[src/rtl/mem_pkg.sv]
// mem_pkg: shared types, widths and fault classification for mem_responder.
// Imported by the interface, the storage array, the top level and the bench.
package mem_pkg;

    localparam int WORD_W = 16;
    localparam int ADDR_W = 16;
    localparam int CNT_W  = 4;

    typedef enum logic [1:0] {
        IDLE,
        WAIT,
        ACCESS
    } state_e;

    typedef enum logic [1:0] {
        FAULT_NONE,
        FAULT_ODD,
        FAULT_RW,
        FAULT_RO
    } fault_e;

    // Priority order: odd address first, then read+write together, then
    // a write into the protected low region (only when ro_en is set).
    function automatic fault_e classify_fault(
        input logic odd,
        input logic rd,
        input logic wr,
        input logic below_ro,
        input logic ro_en
    );
        fault_e reason;
        reason = FAULT_NONE;
        if (odd) begin
            reason = FAULT_ODD;
        end else if (rd && wr) begin
            reason = FAULT_RW;
        end else if (wr && below_ro && ro_en) begin
            reason = FAULT_RO;
        end
        return reason;
    endfunction

endpackage

[src/rtl/mem_responder_if.sv]
// mem_responder_if: CPU memory bus between the control unit (master) and
// the memory responder (slave).
interface mem_responder_if;
    import mem_pkg::*;

    logic [ADDR_W-1:0] memAddr;
    logic              memRe;
    logic              memWe;
    logic [WORD_W-1:0] busDIn;
    logic [WORD_W-1:0] busDOut;
    logic              busDOe;
    logic              memWait;
    logic              memFault;

    modport master (
        output memAddr, memRe, memWe, busDIn,
        input  busDOut, busDOe, memWait, memFault
    );

    modport slave (
        input  memAddr, memRe, memWe, busDIn,
        output busDOut, busDOe, memWait, memFault
    );

endinterface

[src/rtl/mem_array.sv]
// mem_array: DEPTH_WORDS x WORD_W storage, synchronous write, asynchronous
// read. Pure storage with no control logic; contents start at zero and are
// never touched by reset.
module mem_array
    import mem_pkg::*;
#(
    parameter int DEPTH_WORDS = 256,
    parameter int IDX_W       = 8
) (
    input  logic              clk,
    input  logic              we,
    input  logic [IDX_W-1:0]  waddr,
    input  logic [WORD_W-1:0] wdata,
    input  logic [IDX_W-1:0]  raddr,
    output logic [WORD_W-1:0] rdata
);

    logic [WORD_W-1:0] mem_reg [DEPTH_WORDS] = '{default: '0};

    // Commit one word per clock when enabled.
    always_ff @(posedge clk) begin
        if (we) begin
            mem_reg[waddr] <= wdata;
        end
    end

    // Combinational read so a zero-wait read answers in the request cycle.
    assign rdata = mem_reg[raddr];

endmodule

[src/rtl/mem_responder.sv]
// mem_responder: word-organised RAM mapped into a byte-addressed window on
// the CPU memory bus, with configurable wait states and illegal-access
// reporting.
// Optional feature macro: MEM_RO_REGION_EN -- when defined, writes to byte
// offsets below RO_LIMIT are rejected as faults.
// Bus outputs are decoded from the registered state plus the live request,
// because the zero-wait path and the first stall cycle must respond in the
// same cycle the request appears.
module mem_responder
    import mem_pkg::*;
#(
    parameter logic [ADDR_W-1:0] ADDR_BASE   = 16'h0000,
    parameter int                DEPTH_WORDS = 256,
    parameter int                WAIT_STATES = 1,
    parameter logic [ADDR_W-1:0] RO_LIMIT    = 16'h0100
) (
    input  logic            clk,
    input  logic            rst,
    mem_responder_if.slave  bus
);

    localparam int             IDX_W     = (DEPTH_WORDS > 1) ? $clog2(DEPTH_WORDS) : 1;
    localparam logic [16:0]    WIN_SPAN  = 17'(2 * DEPTH_WORDS);
    localparam logic [CNT_W-1:0] CNT_LAST = CNT_W'((WAIT_STATES > 0) ? WAIT_STATES - 1 : 0);
    localparam bit             ZERO_WAIT = (WAIT_STATES == 0);
    localparam bit             ONE_WAIT  = (WAIT_STATES == 1);
`ifdef MEM_RO_REGION_EN
    localparam bit             RO_EN     = 1'b1;
`else
    localparam bit             RO_EN     = 1'b0;
`endif

    state_e            state_reg;
    logic [CNT_W-1:0]  cnt_reg;
    logic [ADDR_W-1:0] addr_reg;
    logic [IDX_W-1:0]  idx_reg;
    logic              wr_reg;

    logic [16:0]       off17;
    logic [ADDR_W-1:0] offset;
    logic              in_window;
    logic              sel;
    logic              below_ro;
    logic [IDX_W-1:0]  idx;
    fault_e            fault_reason;
    logic              fault;
    logic              idle_go;
    logic              same_req;

    logic              arr_we;
    logic [IDX_W-1:0]  arr_addr;
    logic [WORD_W-1:0] arr_rdata;
    logic              oe;
    logic              stall;

    // The extra top bit catches addresses below ADDR_BASE (borrow).
    assign off17     = {1'b0, bus.memAddr} - {1'b0, ADDR_BASE};
    assign offset    = off17[ADDR_W-1:0];
    assign in_window = !off17[16] && (off17 < WIN_SPAN);
    assign sel       = (bus.memRe || bus.memWe) && in_window;
    assign idx       = IDX_W'(offset >> 1);
    assign below_ro  = (offset < RO_LIMIT);

    assign fault_reason = classify_fault(bus.memAddr[0], bus.memRe, bus.memWe, below_ro, RO_EN);
    assign fault        = (state_reg == IDLE) && sel && (fault_reason != FAULT_NONE);
    assign idle_go      = (state_reg == IDLE) && sel && (fault_reason == FAULT_NONE);

    // While stalled the initiator must hold address and operation unchanged.
    assign same_req = (bus.memAddr == addr_reg) && (bus.memWe == wr_reg) && (bus.memRe == !wr_reg);

    // Sequencer: latch the request on acceptance, count wait cycles, abort on a changed request.
    always_ff @(posedge clk) begin
        if (rst) begin
            state_reg <= IDLE;
            cnt_reg   <= '0;
            addr_reg  <= '0;
            idx_reg   <= '0;
            wr_reg    <= 1'b0;
        end else begin
            case (state_reg)
                IDLE: begin
                    if (idle_go && !ZERO_WAIT) begin
                        addr_reg  <= bus.memAddr;
                        idx_reg   <= idx;
                        wr_reg    <= bus.memWe;
                        cnt_reg   <= CNT_W'(1);
                        state_reg <= ONE_WAIT ? ACCESS : WAIT;
                    end
                end
                WAIT: begin
                    if (!same_req) begin
                        state_reg <= IDLE;
                        cnt_reg   <= '0;
                    end else begin
                        cnt_reg <= cnt_reg + CNT_W'(1);
                        if (cnt_reg == CNT_LAST) begin
                            state_reg <= ACCESS;
                        end
                    end
                end
                ACCESS: begin
                    state_reg <= IDLE;
                    cnt_reg   <= '0;
                end
                default: begin
                    state_reg <= IDLE;
                    cnt_reg   <= '0;
                end
            endcase
        end
    end

    // Array port: latched index in ACCESS, live index for zero-wait access; reset drops writes.
    always_comb begin
        arr_we   = 1'b0;
        arr_addr = idx;
        if (state_reg == ACCESS) begin
            arr_addr = idx_reg;
            arr_we   = wr_reg && !rst;
        end else if (ZERO_WAIT) begin
            arr_we = idle_go && bus.memWe && !rst;
        end
    end

    mem_array #(
        .DEPTH_WORDS (DEPTH_WORDS),
        .IDX_W       (IDX_W)
    ) u_array (
        .clk   (clk),
        .we    (arr_we),
        .waddr (arr_addr),
        .wdata (bus.busDIn),
        .raddr (arr_addr),
        .rdata (arr_rdata)
    );

    // Bus output decode; everything is held low while reset is asserted.
    always_comb begin
        oe    = 1'b0;
        stall = 1'b0;
        case (state_reg)
            IDLE: begin
                oe    = ZERO_WAIT && idle_go && bus.memRe;
                stall = !ZERO_WAIT && idle_go;
            end
            WAIT: begin
                stall = same_req;
            end
            ACCESS: begin
                oe = !wr_reg;
            end
            default: begin
                oe    = 1'b0;
                stall = 1'b0;
            end
        endcase
        if (rst) begin
            oe    = 1'b0;
            stall = 1'b0;
        end
    end

    assign bus.busDOe   = oe;
    assign bus.busDOut  = oe ? arr_rdata : '0;
    assign bus.memWait  = stall;
    assign bus.memFault = fault && !rst;

endmodule
[src/flat_wrapper.sv]
// flat-port wrapper written by rule: the top's interface ports become plain ports
module mem_responder_flat import mem_pkg::*;
#(
    parameter logic [ADDR_W-1:0] ADDR_BASE   = 16'h0000,
    parameter int                DEPTH_WORDS = 256,
    parameter int                WAIT_STATES = 1,
    parameter logic [ADDR_W-1:0] RO_LIMIT    = 16'h0100
)
  (clk, rst, bus_memAddr, bus_memRe, bus_memWe, bus_busDIn, bus_busDOut, bus_busDOe, bus_memWait, bus_memFault);
  mem_responder_if bus_i ();
  input  logic clk;
  input  logic rst;
  input wire logic [$bits(bus_i.memAddr)-1:0] bus_memAddr;
  input wire logic [$bits(bus_i.memRe)-1:0] bus_memRe;
  input wire logic [$bits(bus_i.memWe)-1:0] bus_memWe;
  input wire logic [$bits(bus_i.busDIn)-1:0] bus_busDIn;
  output wire logic [$bits(bus_i.busDOut)-1:0] bus_busDOut;
  output wire logic [$bits(bus_i.busDOe)-1:0] bus_busDOe;
  output wire logic [$bits(bus_i.memWait)-1:0] bus_memWait;
  output wire logic [$bits(bus_i.memFault)-1:0] bus_memFault;
  assign bus_i.memAddr = bus_memAddr;
  assign bus_i.memRe = bus_memRe;
  assign bus_i.memWe = bus_memWe;
  assign bus_i.busDIn = bus_busDIn;
  assign bus_busDOut = bus_i.busDOut;
  assign bus_busDOe = bus_i.busDOe;
  assign bus_memWait = bus_i.memWait;
  assign bus_memFault = bus_i.memFault;
  mem_responder #(.ADDR_BASE(ADDR_BASE), .DEPTH_WORDS(DEPTH_WORDS), .WAIT_STATES(WAIT_STATES), .RO_LIMIT(RO_LIMIT)) u_core (.clk(clk), .rst(rst), .bus(bus_i));
endmodule
[config.mk]
export PLATFORM = sky130hd
export DESIGN_NAME = mem_responder_flat
export DESIGN_NICKNAME = d
export VERILOG_FILES = /design/src/rtl/mem_pkg.sv /design/src/rtl/mem_responder_if.sv /design/src/rtl/mem_array.sv /design/src/rtl/mem_responder.sv /design/src/flat_wrapper.sv
export SDC_FILE = /design/constraint.sdc
export NUM_CORES = 2
export LEC_CHECK = 0
export BUFFER_PORTS_ARGS = -buffer_cell sky130_fd_sc_hd__buf_2
export CAP_MARGIN = 20
export CORE_MARGIN = 8
export CORE_UTILIZATION = 50
export DETAILED_ROUTE_END_ITERATION = 10
export PLACE_DENSITY = 0.68
export SYNTH_ARGS = -nofsm -noshare
export SYNTH_HDL_FRONTEND = slang
export SYNTH_SLANG_ARGS = --single-unit
[constraint.sdc]
create_clock -name clk -period 3.45 [get_ports clk]
set_clock_uncertainty 0.15 [all_clocks]
set_input_delay 0.345 -clock clk [delete_from_list [all_inputs] [get_ports clk]]
set_output_delay 0.345 -clock clk [all_outputs]
set_load 0.05 [all_outputs]
# Word-level counts from Yosys, hierarchy flattened
# Memory sizes are Yosys's and may differ from the RTL's.
# Cells that the tools add are included.
[classes] add_sub_neg=1 n_reduce_logical=18 eq_ne=7 order_cmp=1 n_mux=18
[op_table] op="$eq A16 B16 Y1" n=1
[op_table] op="$lt A16 B10 Y1 const B" n=1
[op_table] op="$mux W16" n=1
[op_table] op="$mux W2" n=5
[op_table] op="$logic_and A1 B1 Y1" n=9
[op_table] op="$mux W4" n=2
[op_table] op="$mux W8" n=1
[op_table] op="$pmux W4 S2" n=1
[op_table] op="$mux W1" n=6
[op_table] op="$add A4 B1 Y4 const B" n=1
[op_table] op="$logic_not A2 Y1" n=2
[op_table] op="$logic_not A4 Y1" n=1
[op_table] op="$pmux W2 S2" n=1
[op_table] op="$reduce_and A2 Y1" n=2
[op_table] op="$ne A3 B3 Y1 const B" n=1
[op_table] op="$eq A1 B1 Y1" n=2
[op_table] op="$eq A2 B1 Y1 const B" n=1
[op_table] op="$eq A2 B2 Y1 const B" n=1
[op_table] op="$logic_not A1 Y1" n=2
[op_table] op="$ne A2 B1 Y1 const B" n=1
[op_table] op="$pmux W1 S2" n=1
[op_table] op="$reduce_bool A2 Y1" n=1
[op_table] op="$logic_or A1 B1 Y1" n=1
[totals] reg_bits=31 input_bits=36 output_inout_bits=19 n_memories=1 ramBits=4096 word_cells=51
[mem_list] name="u_core.u_array.mem_reg" words=256 width=16 rd=1 rd_clocked_by_memory_dff=0 wr=1 line="mem_array.sv:18" rtl="logic [WORD_W-1:0] mem_reg [DEPTH_WORDS] = '{default: '0};"

# Depth between registers and ports, before layout
[logic_depth] ltp_word=7 ltp_mapped=12 mapped_depth_nobuf=7

# Cells and area by module
# From an unflattened synthesis, not the netlist that was laid out.
[unflattened] hier_cells=7422 hier_area_um2=159128.9
[modules_own_cells] mod="mem_array" instances=1 area_per_inst_um2=158394.4 seq_area_each_um2=122998.0 cells_per_inst=7344
[modules_own_cells] mod="mem_responder" instances=1 area_per_inst_um2=734.5 seq_area_each_um2=200.2 cells_per_inst=78

# Worst setup path before layout
# OpenSTA, ideal clock, no wires.
[synth_path] kind="register to output" from="reg u_core.state_reg[1]" to="out bus_busDOut[13]" arrival_time_ns=3.782 n_path_buf=3 path_slack_ns=-0.827 path_stages_with_launch=9 t_required_ns=2.955 path_cell_list="dfxtp_1 > buf_6 > buf_4 > buf_2 > or3b_2 > inv_1 > o21ai_0 > or4_1 > nor4_1"
[synth_between] elab_chain_len=4 word_cells_on_any_way=6 classes_between="1 x eq/ne; 4 x mux; 1 x memory"
[synth_lines] item="start, declared" line="mem_responder.sv:33" rtl="state_e state_reg;"
[synth_lines] item="start signal, assigned" line="mem_responder.sv:87" rtl="state_reg <= ONE_WAIT ? ACCESS : WAIT;"
[synth_lines] item="$eq A2 B2 Y1" line="mem_responder.sv:141" rtl="case (state_reg)"
[synth_lines] item="$mux W1" line="mem_responder.sv:141"
[synth_lines] item="$mux W1" line="mem_responder.sv:157" rtl="if (rst) begin"
[synth_lines] item="via bus_busDOe" line="flat_wrapper.sv:18" rtl="output wire logic [$bits(bus_i.busDOe)-1:0] bus_busDOe;"
[synth_lines] item="$mux W16" line="mem_responder.sv:164" rtl="assign bus.busDOut = oe ? arr_rdata : '0;"
[synth_lines] item="end, declared" line="flat_wrapper.sv:17" rtl="output wire logic [$bits(bus_i.busDOut)-1:0] bus_busDOut;"
# The timed path passes the listed nets, and every way through them passes these cells.

# Worst setup path in the final report
[layout_path] from="reg u_core.state_reg[1]" to="out bus_busDOut[5]"
[layout_between] elab_chain_len=4 word_cells_on_any_way=6 classes_between="1 x eq/ne; 4 x mux; 1 x memory"
[layout_lines] item="$eq A2 B2 Y1 *" line="mem_responder.sv:117, mem_responder.sv:141"
[layout_lines] item="$mux W8 / $mux W1 (equally long branches)" line="mem_responder.sv:117, mem_responder.sv:141"
[layout_lines] item="$mem_v2 Z256 W16 / $mux W1 (equally long branches)"
[layout_lines] item="$mux W16 *" line="mem_responder.sv:164"
# Every way passes the cells marked *; elsewhere a longest branch is shown, timed or not.

==> impl_metrics.tcl <==
set metrics [dict create \
    drc 0 \
    cap_violations 0 \
    cp.required_ns 2.95 \
    peakVddDrop_mv 0.4596 \
    ys_async_sr_fraction_pct 0 \
    crit_path_start_kind "register" \
    slew_headroom_pct 19.20 \
    dr.pass1.iters 5 \
    grt_max_degree 149 \
    grt_pass1_wl_um 592500 \
    place_hpwl_um 251200 \
    min_to "u_core.idx_reg[6]" \
    antenna_found_initial 21 \
    largest_register_ffs 4096 \
    ys_seq_elements 4106 \
    num_vias 80780 \
    cp_max_fo 10 \
    status "finished, violations left" \
    yosys_warnings 0 \
    gr-total-overflow 0 \
    synthCells 6841 \
    finalMaxSlewViolations 0 \
    synth_fp_nets 6877 \
    reg2reg_slack_ns 0.08 \
    drive_above_1_share_pct 36.14 \
    syn_avg_cell_area_um2 22.81 \
    synth.distinct_cells 51 \
    synth_ff_type "edfxtp_1" \
    period_needed_ns 4.974 \
    io_pins 55 \
    fin_setup_tns_ns -22.57 \
    hold_class "input pin to register" \
    r2r_end "u_core.u_array.mem_reg[140][12]" \
    fin_ws_ns -1.524 \
    synth_seq_area_share_pct 78.96 \
    path_class "register to output pin" \
    fp.dieW_um 574.6 \
    synth_edf_count 4096 \
    fmax_mhz 201.0 \
    rsz0062_at_grt "yes" \
    syn-cell-area_um2 156000 \
    clock_path_buffers 4 \
    worst-slew-pin-transition_ns 1.212 \
    ys_top_cells_by_area "edfxtp_1 (79%), mux4_2 (15%), o22ai_1 (2.0%), nor2_1 (1.0%), buf_6 (0.58%)" \
    clk_pin_slew_worst_paths_ns 0.07 \
    cp_data_arrival_time_ns 4.48 \
    grt_pass1_vias 80200 \
    grt_usage_pct 24.79 \
    initial_core_util_pct 50.15 \
    area_growth_pct 20.37 \
    power_density_nw_per_um2 551.0 \
    use_met3_pct 4.499 \
    dieArea_um2 330200 \
    grt_use_met2_pct 39.09 \
    via_per_inst 6.392 \
    synth_top_area_share_pct 78.83 \
    total_power_mw 103.5 \
    cts_made_buffers 402 \
    drt_iter0_drc 11830 \
    reg2regPathDepth 7 \
    cts_sinks 4106 \
    busiest_layer "met2" \
    yosysTopAreaCell "edfxtp_1" \
    leakagePower_nw 59.54 \
    finalCritPeriodShare_pct 144.2 \
    drt-total-wl_um 419100 \
    root_buffer "clkbuf_16" \
    die_h_um 574.6 \
    crit_start "u_core.state_reg[1]" \
    num_rows 205 \
    cts-htree-levels 5 \
    hold_depth 6 \
    pre_cts_ws_ns -1.237 \
    tritoncts "yes" \
    use_met1_pct 34.49 \
    setup_viol 16 \
    fin_nets 8196 \
    timing.rr.start "u_core.state_reg[1]" \
    worstHoldStart "bus_memRe" \
    crit_path_end_kind "output pin" \
    core_region_area_um2 311100 \
    antenna_left 0 \
    hold_viol_final 0 \
    gp_congestion 0.8652 \
    clkLatencyLatePin_ns 0.96 \
    violations "negative setup slack" \
    port_buffers 54 \
    routedWlPerCell_um 33.16 \
]
## where the power goes
part | leakage [nW] | internal, mW | switching [mW] | total, mW
sequential | 36.9 | 54.8 | 0.000363 | 54.8
clock | 6.26 | 24.3 | 18.7 | 43.0
combinational | 16.4 | 2.35 | 3.26 | 5.62
## what timing repair did
action                     in CTS  in global routing
hold endpoints to repair     1709                  0
pin swaps                      71                 35
setup endpoints to repair      16                 16
setup buffers                  64                 11
resized for setup             265                 71
gates cloned                   14                  8
hold buffers                   43                  0
## layout make-up
| cell class | instances | area [µm²] |
|---|---|---|
| Antenna cell | 15 | 37.54 |
| Inverter | 3 | 11.26 |
| Clock inverter | 241 | 2521 |
| Clock buffer | 486 | 10420 |
| Multi-Input combinational cell | 2323 | 31410 |
| Timing Repair Buffer | 1324 | 15020 |
| Tap cell | 4140 | 5180 |
| Sequential cell | 4106 | 123200 |
| Fill cell | 20820 | 123300 |
## synth_stat cells, types with 38 or more instances
| cell | instances |
|---|---|
| mux4_2 | 1024 |
| nor2_1 | 431 |
| a41oi_1 | 39 |
| edfxtp_1 | 4096 |
| o21ai_0 | 177 |
| clkbuf_1 | 111 |
| buf_1 | 44 |
| buf_2 | 104 |
| nand2_1 | 38 |
| buf_4 | 57 |
| o22ai_1 | 490 |
| buf_6 | 80 |
## cell families after synthesis
logic type | share of synthesized area [%]
flops | 78.96
mux | 14.85
compound gates | 3.067
simple gates | 1.383
buf+inv | 1.740
## through the flow
step	cell area (µm²)	std cells	hold slack, ns	utilization, %
after floorplan	156200	6841	0.2674	-
after global placement	171900	11770	0.3467	55.24
after detailed placement	171900	11770	0.3920	55.24
after CTS	187200	12610	0.03352	60.17
after global routing	187800	12630	0.1295	60.36
final	187800	12640	0.08991	60.36
## placed cells by master, fill, tap and decap left out, types with 10 or more instances in the layout
cell,netlist,final
a41oi_1,39,26
buf_12,8,316
buf_16,0,19
buf_2,104,22
buf_4,57,832
buf_6,80,52
buf_8,7,25
bufinv_16,0,35
clkbuf_1,111,82
clkbuf_16,0,412
clkinv_1,0,91
clkinv_16,0,12
clkinv_2,0,64
clkinvlp_4,0,15
diode_2,0,15
dlygate4sd3_1,0,43
edfxtp_1,4096,4096
mux4_2,1024,1024
nand2_1,38,20
nand2_2,0,18
nor2_1,431,379
nor2_2,0,49
o21ai_0,177,92
o21ai_1,4,65
o21ai_2,0,23
o22ai_1,490,450
o22ai_2,0,27
o22ai_4,0,13
o41ai_1,21,10
o41ai_2,3,11
## layer usage
layer | vias to the layer above | wire [µm]
met5 | - | 23
met4 | 4 | 20070
met3 | 810 | 43050
met2 | 5126 | 198300
met1 | 42790 | 157700
li1 | 32060 | -
## worst max path at each step
stage | to | depth (start not counted)
6_report | bus_busDOut[5] | 15
2_1_floorplan | bus_busDOut[13] | 8
3_3_place_gp | bus_busDOut[5] | 14
3_5_place_dp | bus_busDOut[5] | 14
4_1_cts | bus_busDOut[2] | 15
5_1_grt | bus_busDOut[5] | 14
## worst max-delay path: stages, from the launching register on
cell	delay, ns
dfxtp_4	0.43
buf_8	0.14
buf_12	0.10
mux2_4	0.38
buf_16	0.19
buf_16	0.15
mux4_2	0.24
nor2_2	0.05
o41ai_2	0.45
buf_4	0.21
nand4_1	0.11
buf_6	0.16
a221o_2	0.45
nor3_4	0.20
buf_6	0.13
buf_12	0.12
Note: power is estimated with default switching activity, not from simulation.
